===== src/rtl/trace_buffer.sv =====
// trace_buffer
//   Instruction-commit trace capture for the RISC-V CPU. Each committed
//   instruction (pc, inst, register writeback) is written into a circular
//   buffer. Capture can be frozen by an explicit stop pulse, or by a pc-match
//   trigger followed by a programmable post-trigger window. Once frozen, the
//   buffer drains oldest-first over a valid/ready read port, then returns to
//   IDLE.
//
//   Optional feature macro: TRACE_TIMESTAMP_EN
//     When defined, a free-running 32-bit cycle counter is kept. Arm clears
//     it. Every entry records the counter value at capture, and the rd_ts
//     output presents it alongside the other rd_* fields.
//
//   Ports
//     clk, reset           rising-edge clock, async active-high reset
//     arm, stop            pulse controls: restart capture / freeze capture
//     trig_en, trig_pc     pc-match trigger enable and compare value
//     post_len             entries captured after the trigger entry (0..DEPTH)
//     commit_*, wb_*       commit and writeback tap from the CPU
//     state                0 IDLE, 1 CAPTURE, 2 POST, 3 FROZEN
//     count                valid entries held
//     triggered, overflow  sticky status since the last arm
//     rd_valid, rd_ready   drain handshake, only active while FROZEN
//     rd_*                 fields of the oldest held entry
module trace_buffer #(
  parameter int XLEN   = 32,
  parameter int DEPTH  = 16,
  parameter int ADDR_W = $clog2(DEPTH)
) (
  input  logic              clk,
  input  logic              reset,
  input  logic              arm,
  input  logic              stop,
  input  logic              trig_en,
  input  logic [XLEN-1:0]   trig_pc,
  input  logic [ADDR_W:0]   post_len,
  input  logic              commit_valid,
  input  logic [XLEN-1:0]   commit_pc,
  input  logic [XLEN-1:0]   commit_inst,
  input  logic              wb_en,
  input  logic [4:0]        wb_addr,
  input  logic [XLEN-1:0]   wb_data,
  output logic [1:0]        state,
  output logic [ADDR_W:0]   count,
  output logic              triggered,
  output logic              overflow,
  output logic              rd_valid,
  input  logic              rd_ready,
  output logic [XLEN-1:0]   rd_pc,
  output logic [XLEN-1:0]   rd_inst,
  output logic [XLEN-1:0]   rd_wb_data,
  output logic              rd_wb_en,
  output logic [4:0]        rd_wb_addr
`ifdef TRACE_TIMESTAMP_EN
  ,
  output logic [31:0]       rd_ts
`endif
);

  typedef enum logic [1:0] {
    IDLE    = 2'd0,
    CAPTURE = 2'd1,
    POST    = 2'd2,
    FROZEN  = 2'd3
  } state_e;

  localparam logic [ADDR_W:0]   DEPTH_C = (ADDR_W+1)'(DEPTH);
  localparam logic [ADDR_W:0]   ONE_C   = (ADDR_W+1)'(1);
  localparam logic [ADDR_W-1:0] PTR_ONE = ADDR_W'(1);

  state_e              state_q, state_d;
  logic [ADDR_W:0]     count_q, count_d;
  logic [ADDR_W-1:0]   wr_ptr_q, wr_ptr_d;
  logic [ADDR_W:0]     post_cnt_q, post_cnt_d;
  logic                triggered_q, triggered_d;
  logic                overflow_q, overflow_d;
  logic                wr_en;
  logic [ADDR_W-1:0]   rd_idx;

  // Entry storage, one array per field. Not reset: only entries below
  // count are ever presented, so stale contents are never visible.
  logic [XLEN-1:0]     pc_mem    [DEPTH];
  logic [XLEN-1:0]     inst_mem  [DEPTH];
  logic [XLEN-1:0]     wbd_mem   [DEPTH];
  logic                wben_mem  [DEPTH];
  logic [4:0]          wba_mem   [DEPTH];

`ifdef TRACE_TIMESTAMP_EN
  logic [31:0]         ts_q;
  logic [31:0]         ts_mem    [DEPTH];

  // Cycle counter. It wraps naturally at 2^32, and arm restarts it from zero.
  always_ff @(posedge clk or posedge reset) begin
    if (reset)    ts_q <= '0;
    else if (arm) ts_q <= '0;
    else          ts_q <= ts_q + 32'd1;
  end
`endif

  // State, pointer and status registers.
  always_ff @(posedge clk or posedge reset) begin
    if (reset) begin
      state_q     <= IDLE;
      count_q     <= '0;
      wr_ptr_q    <= '0;
      post_cnt_q  <= '0;
      triggered_q <= 1'b0;
      overflow_q  <= 1'b0;
    end else begin
      state_q     <= state_d;
      count_q     <= count_d;
      wr_ptr_q    <= wr_ptr_d;
      post_cnt_q  <= post_cnt_d;
      triggered_q <= triggered_d;
      overflow_q  <= overflow_d;
    end
  end

  // Next-state logic. Arm overrides everything, including a commit or a
  // read handshake in the same cycle. A stop that coincides with a commit
  // still lets that commit land before freezing.
  always_comb begin
    state_d     = state_q;
    count_d     = count_q;
    wr_ptr_d    = wr_ptr_q;
    post_cnt_d  = post_cnt_q;
    triggered_d = triggered_q;
    overflow_d  = overflow_q;
    wr_en       = 1'b0;

    if (arm) begin
      state_d     = CAPTURE;
      count_d     = '0;
      wr_ptr_d    = '0;
      post_cnt_d  = '0;
      triggered_d = 1'b0;
      overflow_d  = 1'b0;
    end else begin
      case (state_q)
        IDLE: begin
        end
        CAPTURE, POST: begin
          if (commit_valid) begin
            wr_en    = 1'b1;
            wr_ptr_d = wr_ptr_q + PTR_ONE;
            // When full, the write lands on the oldest slot, so count
            // stays at DEPTH and the oldest entry moves up by one.
            if (count_q == DEPTH_C) overflow_d = 1'b1;
            else                    count_d    = count_q + ONE_C;
          end
          if (state_q == CAPTURE) begin
            if (trig_en && commit_valid && (commit_pc == trig_pc)) begin
              triggered_d = 1'b1;
              if (post_len == '0) begin
                state_d = FROZEN;
              end else begin
                state_d    = POST;
                post_cnt_d = post_len;
              end
            end
          end else if (commit_valid) begin
            post_cnt_d = post_cnt_q - ONE_C;
            if (post_cnt_q == ONE_C) state_d = FROZEN;
          end
          if (stop) state_d = FROZEN;
        end
        FROZEN: begin
          // An empty freeze (stop right after arm) falls back to IDLE.
          if (count_q == '0) begin
            state_d = IDLE;
          end else if (rd_ready) begin
            count_d = count_q - ONE_C;
            if (count_q == ONE_C) state_d = IDLE;
          end
        end
        default: begin
          state_d = IDLE;
        end
      endcase
    end
  end

  // Entry write port.
  always_ff @(posedge clk) begin
    if (wr_en) begin
      pc_mem[wr_ptr_q]   <= commit_pc;
      inst_mem[wr_ptr_q] <= commit_inst;
      wbd_mem[wr_ptr_q]  <= wb_data;
      wben_mem[wr_ptr_q] <= wb_en;
      wba_mem[wr_ptr_q]  <= wb_addr;
`ifdef TRACE_TIMESTAMP_EN
      ts_mem[wr_ptr_q]   <= ts_q;
`endif
    end
  end

  // Oldest entry sits count slots behind the write pointer. A full count
  // of DEPTH truncates to zero, which correctly points at wr_ptr itself.
  assign rd_idx     = wr_ptr_q - count_q[ADDR_W-1:0];

  assign rd_valid   = (state_q == FROZEN) && (count_q != '0);
  assign rd_pc      = pc_mem[rd_idx];
  assign rd_inst    = inst_mem[rd_idx];
  assign rd_wb_data = wbd_mem[rd_idx];
  assign rd_wb_en   = wben_mem[rd_idx];
  assign rd_wb_addr = wba_mem[rd_idx];
`ifdef TRACE_TIMESTAMP_EN
  assign rd_ts      = ts_mem[rd_idx];
`endif

  assign state      = state_q;
  assign count      = count_q;
  assign triggered  = triggered_q;
  assign overflow   = overflow_q;

endmodule

===== config.mk =====
export PLATFORM = sky130hd
export DESIGN_NAME = trace_buffer
export DESIGN_NICKNAME = d
export VERILOG_FILES = /design/src/rtl/trace_buffer.sv
export SDC_FILE = /design/constraint.sdc
export NUM_CORES = 1
export LEC_CHECK = 0
export BUFFER_PORTS_ARGS = -buffer_cell sky130_fd_sc_hd__buf_4
export CAP_MARGIN = 20
export CORE_MARGIN = 1
export CORE_UTILIZATION = 30
export CTS_CLUSTER_SIZE = 25
export DETAILED_ROUTE_END_ITERATION = 8
export PLACE_DENSITY = 0.51
export SLEW_MARGIN = 20
export SYNTH_ARGS = -nofsm -noshare
export SYNTH_HDL_FRONTEND = slang
export SYNTH_SLANG_ARGS = --single-unit

===== constraint.sdc =====
create_clock -name clk -period 13.6 [get_ports clk]
set_input_delay 2.04 -clock clk [delete_from_list [all_inputs] [get_ports clk]]
set_output_delay 2.04 -clock clk [all_outputs]
set_load 0.03 [all_outputs]

Word level (Yosys, flattened, before mapping)
Memories as Yosys holds them, arrays and structs flattened.
Index checks and enable logic that the tools add are counted.
{"block": "word_totals", "ramBits": 1632, "wordCells": 93, "memories": 5, "inputBits": 146, "reg_bits": 18, "out_inout_bits": 112}
{"block": "classes", "n_reduce_logical": 20, "addsub": 5, "eq_ne": 18, "n_mux": 39}
{"name": "inst_mem", "depth": 16, "width": 32, "rd": 1, "rd_ports_with_merged_regs": 0, "write_ports": 1, "line_no": "83", "source": "logic [XLEN-1:0] inst_mem [DEPTH];"}
{"name": "pc_mem", "depth": 16, "width": 32, "rd": 1, "rd_ports_with_merged_regs": 0, "write_ports": 1, "line_no": "82", "source": "logic [XLEN-1:0] pc_mem [DEPTH];"}
{"name": "wbd_mem", "depth": 16, "width": 32, "rd": 1, "rd_ports_with_merged_regs": 0, "write_ports": 1, "line_no": "84", "source": "logic [XLEN-1:0] wbd_mem [DEPTH];"}
{"name": "wba_mem", "depth": 16, "width": 5, "rd": 1, "rd_ports_with_merged_regs": 0, "write_ports": 1, "line_no": "86", "source": "logic [4:0] wba_mem [DEPTH];"}
{"name": "wben_mem", "depth": 16, "width": 1, "rd": 1, "rd_ports_with_merged_regs": 0, "write_ports": 1, "line_no": "85", "source": "logic wben_mem [DEPTH];"}
{"op": "5-bit 2-to-1 mux", "count": 11}
{"op": "32-bit equality test", "count": 1}
{"op": "2-bit 2-to-1 mux", "count": 9}
{"op": "3-bit inequality test, second input constant", "count": 5}
{"op": "5-bit inequality test, second input constant", "count": 3}
{"op": "1-bit 2-to-1 mux", "count": 14}
{"op": "4-bit 2-to-1 mux", "count": 3}
{"op": "5-bit by 1-bit equality test with 1-bit output, second input constant", "count": 2}
{"op": "5-bit zero test", "count": 2}
{"op": "5-bit one-hot mux with 2 select lines", "count": 1}
{"op": "2-bit nonzero test", "count": 5}
{"op": "5-bit by 1-bit subtractor with 5-bit output, second input constant", "count": 2}
{"op": "4-bit inequality test, second input constant", "count": 2}
{"op": "3-bit AND reduction", "count": 2}
{"op": "6-bit AND reduction", "count": 1}
{"op": "3-bit nonzero test", "count": 2}
{"op": "5-bit by 1-bit adder with 5-bit output, second input constant", "count": 1}
{"op": "5-bit equality test, second input constant", "count": 1}
{"op": "5-bit AND reduction", "count": 1}
{"op": "5-bit nonzero test", "count": 1}
{"op": "4-bit by 1-bit adder with 4-bit output, second input constant", "count": 1}
{"op": "2-bit equality test, second input constant", "count": 2}
{"op": "2-bit one-hot mux with 2 select lines", "count": 1}
{"op": "4-bit AND reduction", "count": 1}
{"op": "other kinds (6)", "count": 8}

Logic depth before layout (Yosys ltp)
{"block": "logic_depth", "ltp_word": 7, "ltp_mapped": 10, "mapped_depth_nobuf": 8}

Worst setup path after synthesis
No wires, ideal clock.
{"block": "synth_path", "path_type": "input to register", "startpoint": "input port commit_valid", "endpoint": "memory inst_mem[0][0], enable pin", "slack_ps": 3338, "path_stages": 5, "setup_ps": 688, "n_path_buf": 1, "arrival_time_ps": 9573, "path_cell_list": "nor2b_1 > clkbuf_1 > and2_1 > nand2_1 > nor3_1"}
{"block": "synth_via", "elab_chain_cells": 5}
{"item": "start, declared", "line_no": "37", "source": "input logic commit_valid,"}
{"item": "1-bit 2-to-1 mux", "line_no": "143", "source": "if (commit_valid) begin"}
{"item": "1-bit 2-to-1 mux", "line_no": "139", "source": "case (state_q)"}
{"item": "1-bit 2-to-1 mux", "line_no": "131", "source": "if (arm) begin"}
{"item": "1-bit 2-to-1 mux", "line_no": "185", "source": "if (wr_en) begin"}
{"item": "1-bit 2-to-1 mux (implied by the code)", "line_no": "187", "source": "inst_mem[wr_ptr_q] <= commit_inst;"}
{"item": "end, declared", "line_no": "83"}
Every way passes these cells.

Worst setup path after layout
{"block": "layout_path", "startpoint": "register wr_ptr_q[0]", "endpoint": "output port rd_wb_data[21]"}
{"block": "layout_via", "elab_chain_cells": 2}
{"item": "start, declared", "line_no": "73", "source": "logic [ADDR_W-1:0] wr_ptr_q, wr_ptr_d;"}
{"item": "start signal, assigned", "line_no": "112", "source": "wr_ptr_q <= wr_ptr_d;"}
{"item": "4-bit subtractor", "line_no": "199", "source": "assign rd_idx = wr_ptr_q - count_q[ADDR_W-1:0];"}
{"item": "memory 16 x 32 bit"}
{"item": "end, declared", "line_no": "51", "source": "output logic [XLEN-1:0] rd_wb_data,"}
Every way passes these cells.

==> run metrics <==
run status finished clean; Final period util 0.581; max incr delay on CP 1.14 ns; die area around 210,000 sq um; Avg Vias per Cell 4.92; crit path DAT 5.86 ns; Worst Path Required 11.56 ns; RSZ-0062 raised after global routing false; maximum VDD drop 0.330 mV; initial antenna violation count 19; Filler cells 19,500; Worst-Skew Late Latency 0.82 ns; Worst path slowest cell fa_4; minimum clock period a little under 8 ns; # IOs 258; Final Power 20.1 mW; P_leak 23.6 nW; crit-path most repeated cell buf_4; Area contributors post-synth edfxtp_1 (77%), mux4_2 (14%), nand2_1 (1.3%); syn nets 3,104; antenna-violating nets left 0; CTS Sinks roughly 1,700; post-CTS setup buffers 0; worst-path fanout max a little over 60; worst-margin pin slew 1.08 ns; Worst Hold Depth 2; total congestion overflow 0; flops & latches, synth 1,650; FF-to-FF path depth 7; layout cells sized above 1 0.292; Die Ht 463 um; syn_area_per_cell 21.6 sq um; main flop type after synthesis edfxtp_1; EDFF count, synth 1,632; H-tree levels 4; Core Area 210,000 sq um; drc violations 0; Synth top area share 0.770; vias after detailed routing 30,600; PwrDens 269 nW/um^2; Crit. End Element output port; total stage count of the critical path 10; # Max-Cap Violations 0; Seq/Total Area, Yosys 0.777; WS Path Type register to output port; drt pass-1 iters 5; Buf/Inv on CP 4; GR Util met1 0.226; post-route setup TNS 0 ns; clock skew 0.0324 ns; clock root cell clkbuf_16; Yosys warning count 0; clk slew on worst S/H paths 0.06 ns; first-pass GRT wire length 239 mm; family with the most delay on the worst path buffers and inverters; Hold Vio Cnt, Final 0; busiest layer in global routing met2; vias in the first global route 32,300; share of synthesized registers carrying an async set or reset 0.0109; drt first-iter violations 2,414; gr usage total 0.155; # setup viols final 0; Cells after Synth 2,942; met2 Track Usage GR 0.234; largest net degree at the start of global routing around 150; hpwl dp 81.5 mm; Startpoint Class register; CTS tree built; Initial Util 0.303; GR Util met3 0.0334; number of hold buffers added after cts 0; Cell Area, Synth 63,700 sq um; Max clock buf depth 3; Cell variety after synth 51; Area Growth Syn to Fin 17.4%; I/O Buffers 257; Die W 463 um; maximum clock frequency 127 MHz; crit-path cells inv_1 > ha_4 > fa_4 > buf_4 > buf_4 > mux4_2 > and2_1 > a211oi_1 > a31oi_1 > buf_4; number of placement rows 168; Layout Utilization 0.356; NumNets Final 3,436; DP Cell Count 5,896; post-route insts no fill roughly 6,200; area leader, netlist edfxtp_1; cts bufs inserted 181; final RePlAce weighted congestion about 0.69; Slew Limit Fails 0; WL per Instance 26.8 um; post-CTS sizing 0; min-delay worst type register to register; relative slew slack 0.283; final wirelength around 170 mm
layout make-up:
cell class                      instances  area (sq um)  share of cell area
Tap cell                             2805          3510              0.0469
Timing Repair Buffer                  314          2530              0.0339
Multi-Input combinational cell       1107         13600               0.182
Antenna cell                            2          5.00           0.0000669
Clock buffer                          218          4710              0.0630
Clock inverter                        111           897              0.0120
Sequential cell                      1650         49500               0.661
Inverter                               20          75.1             0.00100
worst min-delay path: stages (launching register included):
cell	delay, ns
dfrtp_1	0.35
a21oi_1	0.05
nor2_1	0.07
stage by stage:
step	instance area [sq um]	setup slack (ns)	hold slack (ns)
floorplan	63700	3.34	0.526
global placement	69100	6.42	0.494
detailed placement	69200	6.44	0.497
CTS	74800	5.51	0.513
global route	74800	5.34	0.529
finish	74800	5.70	0.511
placed cells by master (no fill, tap or decap), types with 3 or more instances in the layout:
cell and n:
ha_1 14, nor2_4 12, clkinv_8 4, nor2b_1 3, nor3_2 4, dfrtp_1 18, buf_12 14, o21ai_0 4
and2_1 103, nand2b_1 3, a21oi_1 14, inv_1 20, edfxtp_1 1632, nand3_1 3, nor4_2 3, xnor2_1 9
clkinvlp_4 9, nand2_1 217, o22ai_1 4, nor4_1 4, nor4_4 4, bufinv_16 8, clkbuf_16 183, inv_6 6
xor2_1 26, inv_16 4, nor3_1 7, a211oi_1 104, buf_4 300, mux2i_1 3, mux4_2 408, clkinv_1 50
nor2_1 17, or3_1 3, nand4_1 6, a31oi_1 103, clkinv_2 27, clkbuf_1 35
flip-flops by register name (all words and copies together) (netlist names):
name / count
state: 2
triggered: 1
wben_mem: 16
wr_ptr_q: 4
overflow: 1
wba_mem: 80
pc_mem: 512
inst_mem: 512
post_cnt_q: 5
count: 5
wbd_mem: 512
metal layers:
layer	part of all wire	routed length, um
met5	0.00064	106
met4	0.018	2950
met3	0.054	9080
met2	0.45	75600
met1	0.47	79000
final timing paths:
check	start	endpoint	slack [ns]
max in group asynchronous	reset	count[2]$_DFFE_PP0P_	11.80
hold / removal	overflow$_DFFE_PP0P_	overflow$_DFFE_PP0P_	0.51
min in group asynchronous	reset	post_cnt_q[0]$_DFFE_PP0P_	1.33
setup reg to reg	state[0]$_DFFE_PP0P_	wbd_mem[6][26]$_DFFE_PP_	8.83
hold reg to reg	overflow$_DFFE_PP0P_	overflow$_DFFE_PP0P_	0.51
setup / recovery	wr_ptr_q[0]$_DFFE_PP0P_	rd_wb_data[21]	5.70
Yosys cell counts, types with 4 or more instances:
master	instances
nor4_4	4
buf_1	34
nor3_1	11
inv_1	20
o21ai_0	4
xor2_1	29
a21oi_1	14
edfxtp_1	1632
buf_2	37
nor4_1	4
a31oi_1	103
buf_4	19
ha_1	15
clkbuf_1	75
xnor2_1	11
nand2_1	217
dfrtp_1	18
mux4_2	408
o22ai_1	4
and2_1	103
nor2_1	29
nand4_1	6
a211oi_1	104
report_power, final:
| part | total [mW] | internal [mW] | switching [mW] | leakage, nW |
|---|---|---|---|---|
| clock | 4.65 | 2.63 | 2.02 | 2.72 |
| sequential | 5.74 | 5.70 | 0.0398 | 14.9 |
| combinational | 9.72 | 3.77 | 5.95 | 6.00 |
kinds of logic (layout without fill, tap and decap cells):
family,Yosys count,after routing,synth area share
AOI/OAI and AO/OA,244,244,0.0265
other,0,2,0
xor gates and xnor gates,40,40,0.00550
DFF,1650,1650,0.777
muxes,412,412,0.145
buffers and inverters,185,663,0.0128
and+or+nand+nor,395,395,0.0305
adders and majority gates,16,16,0.00326
(Power assumes the default switching activity.)
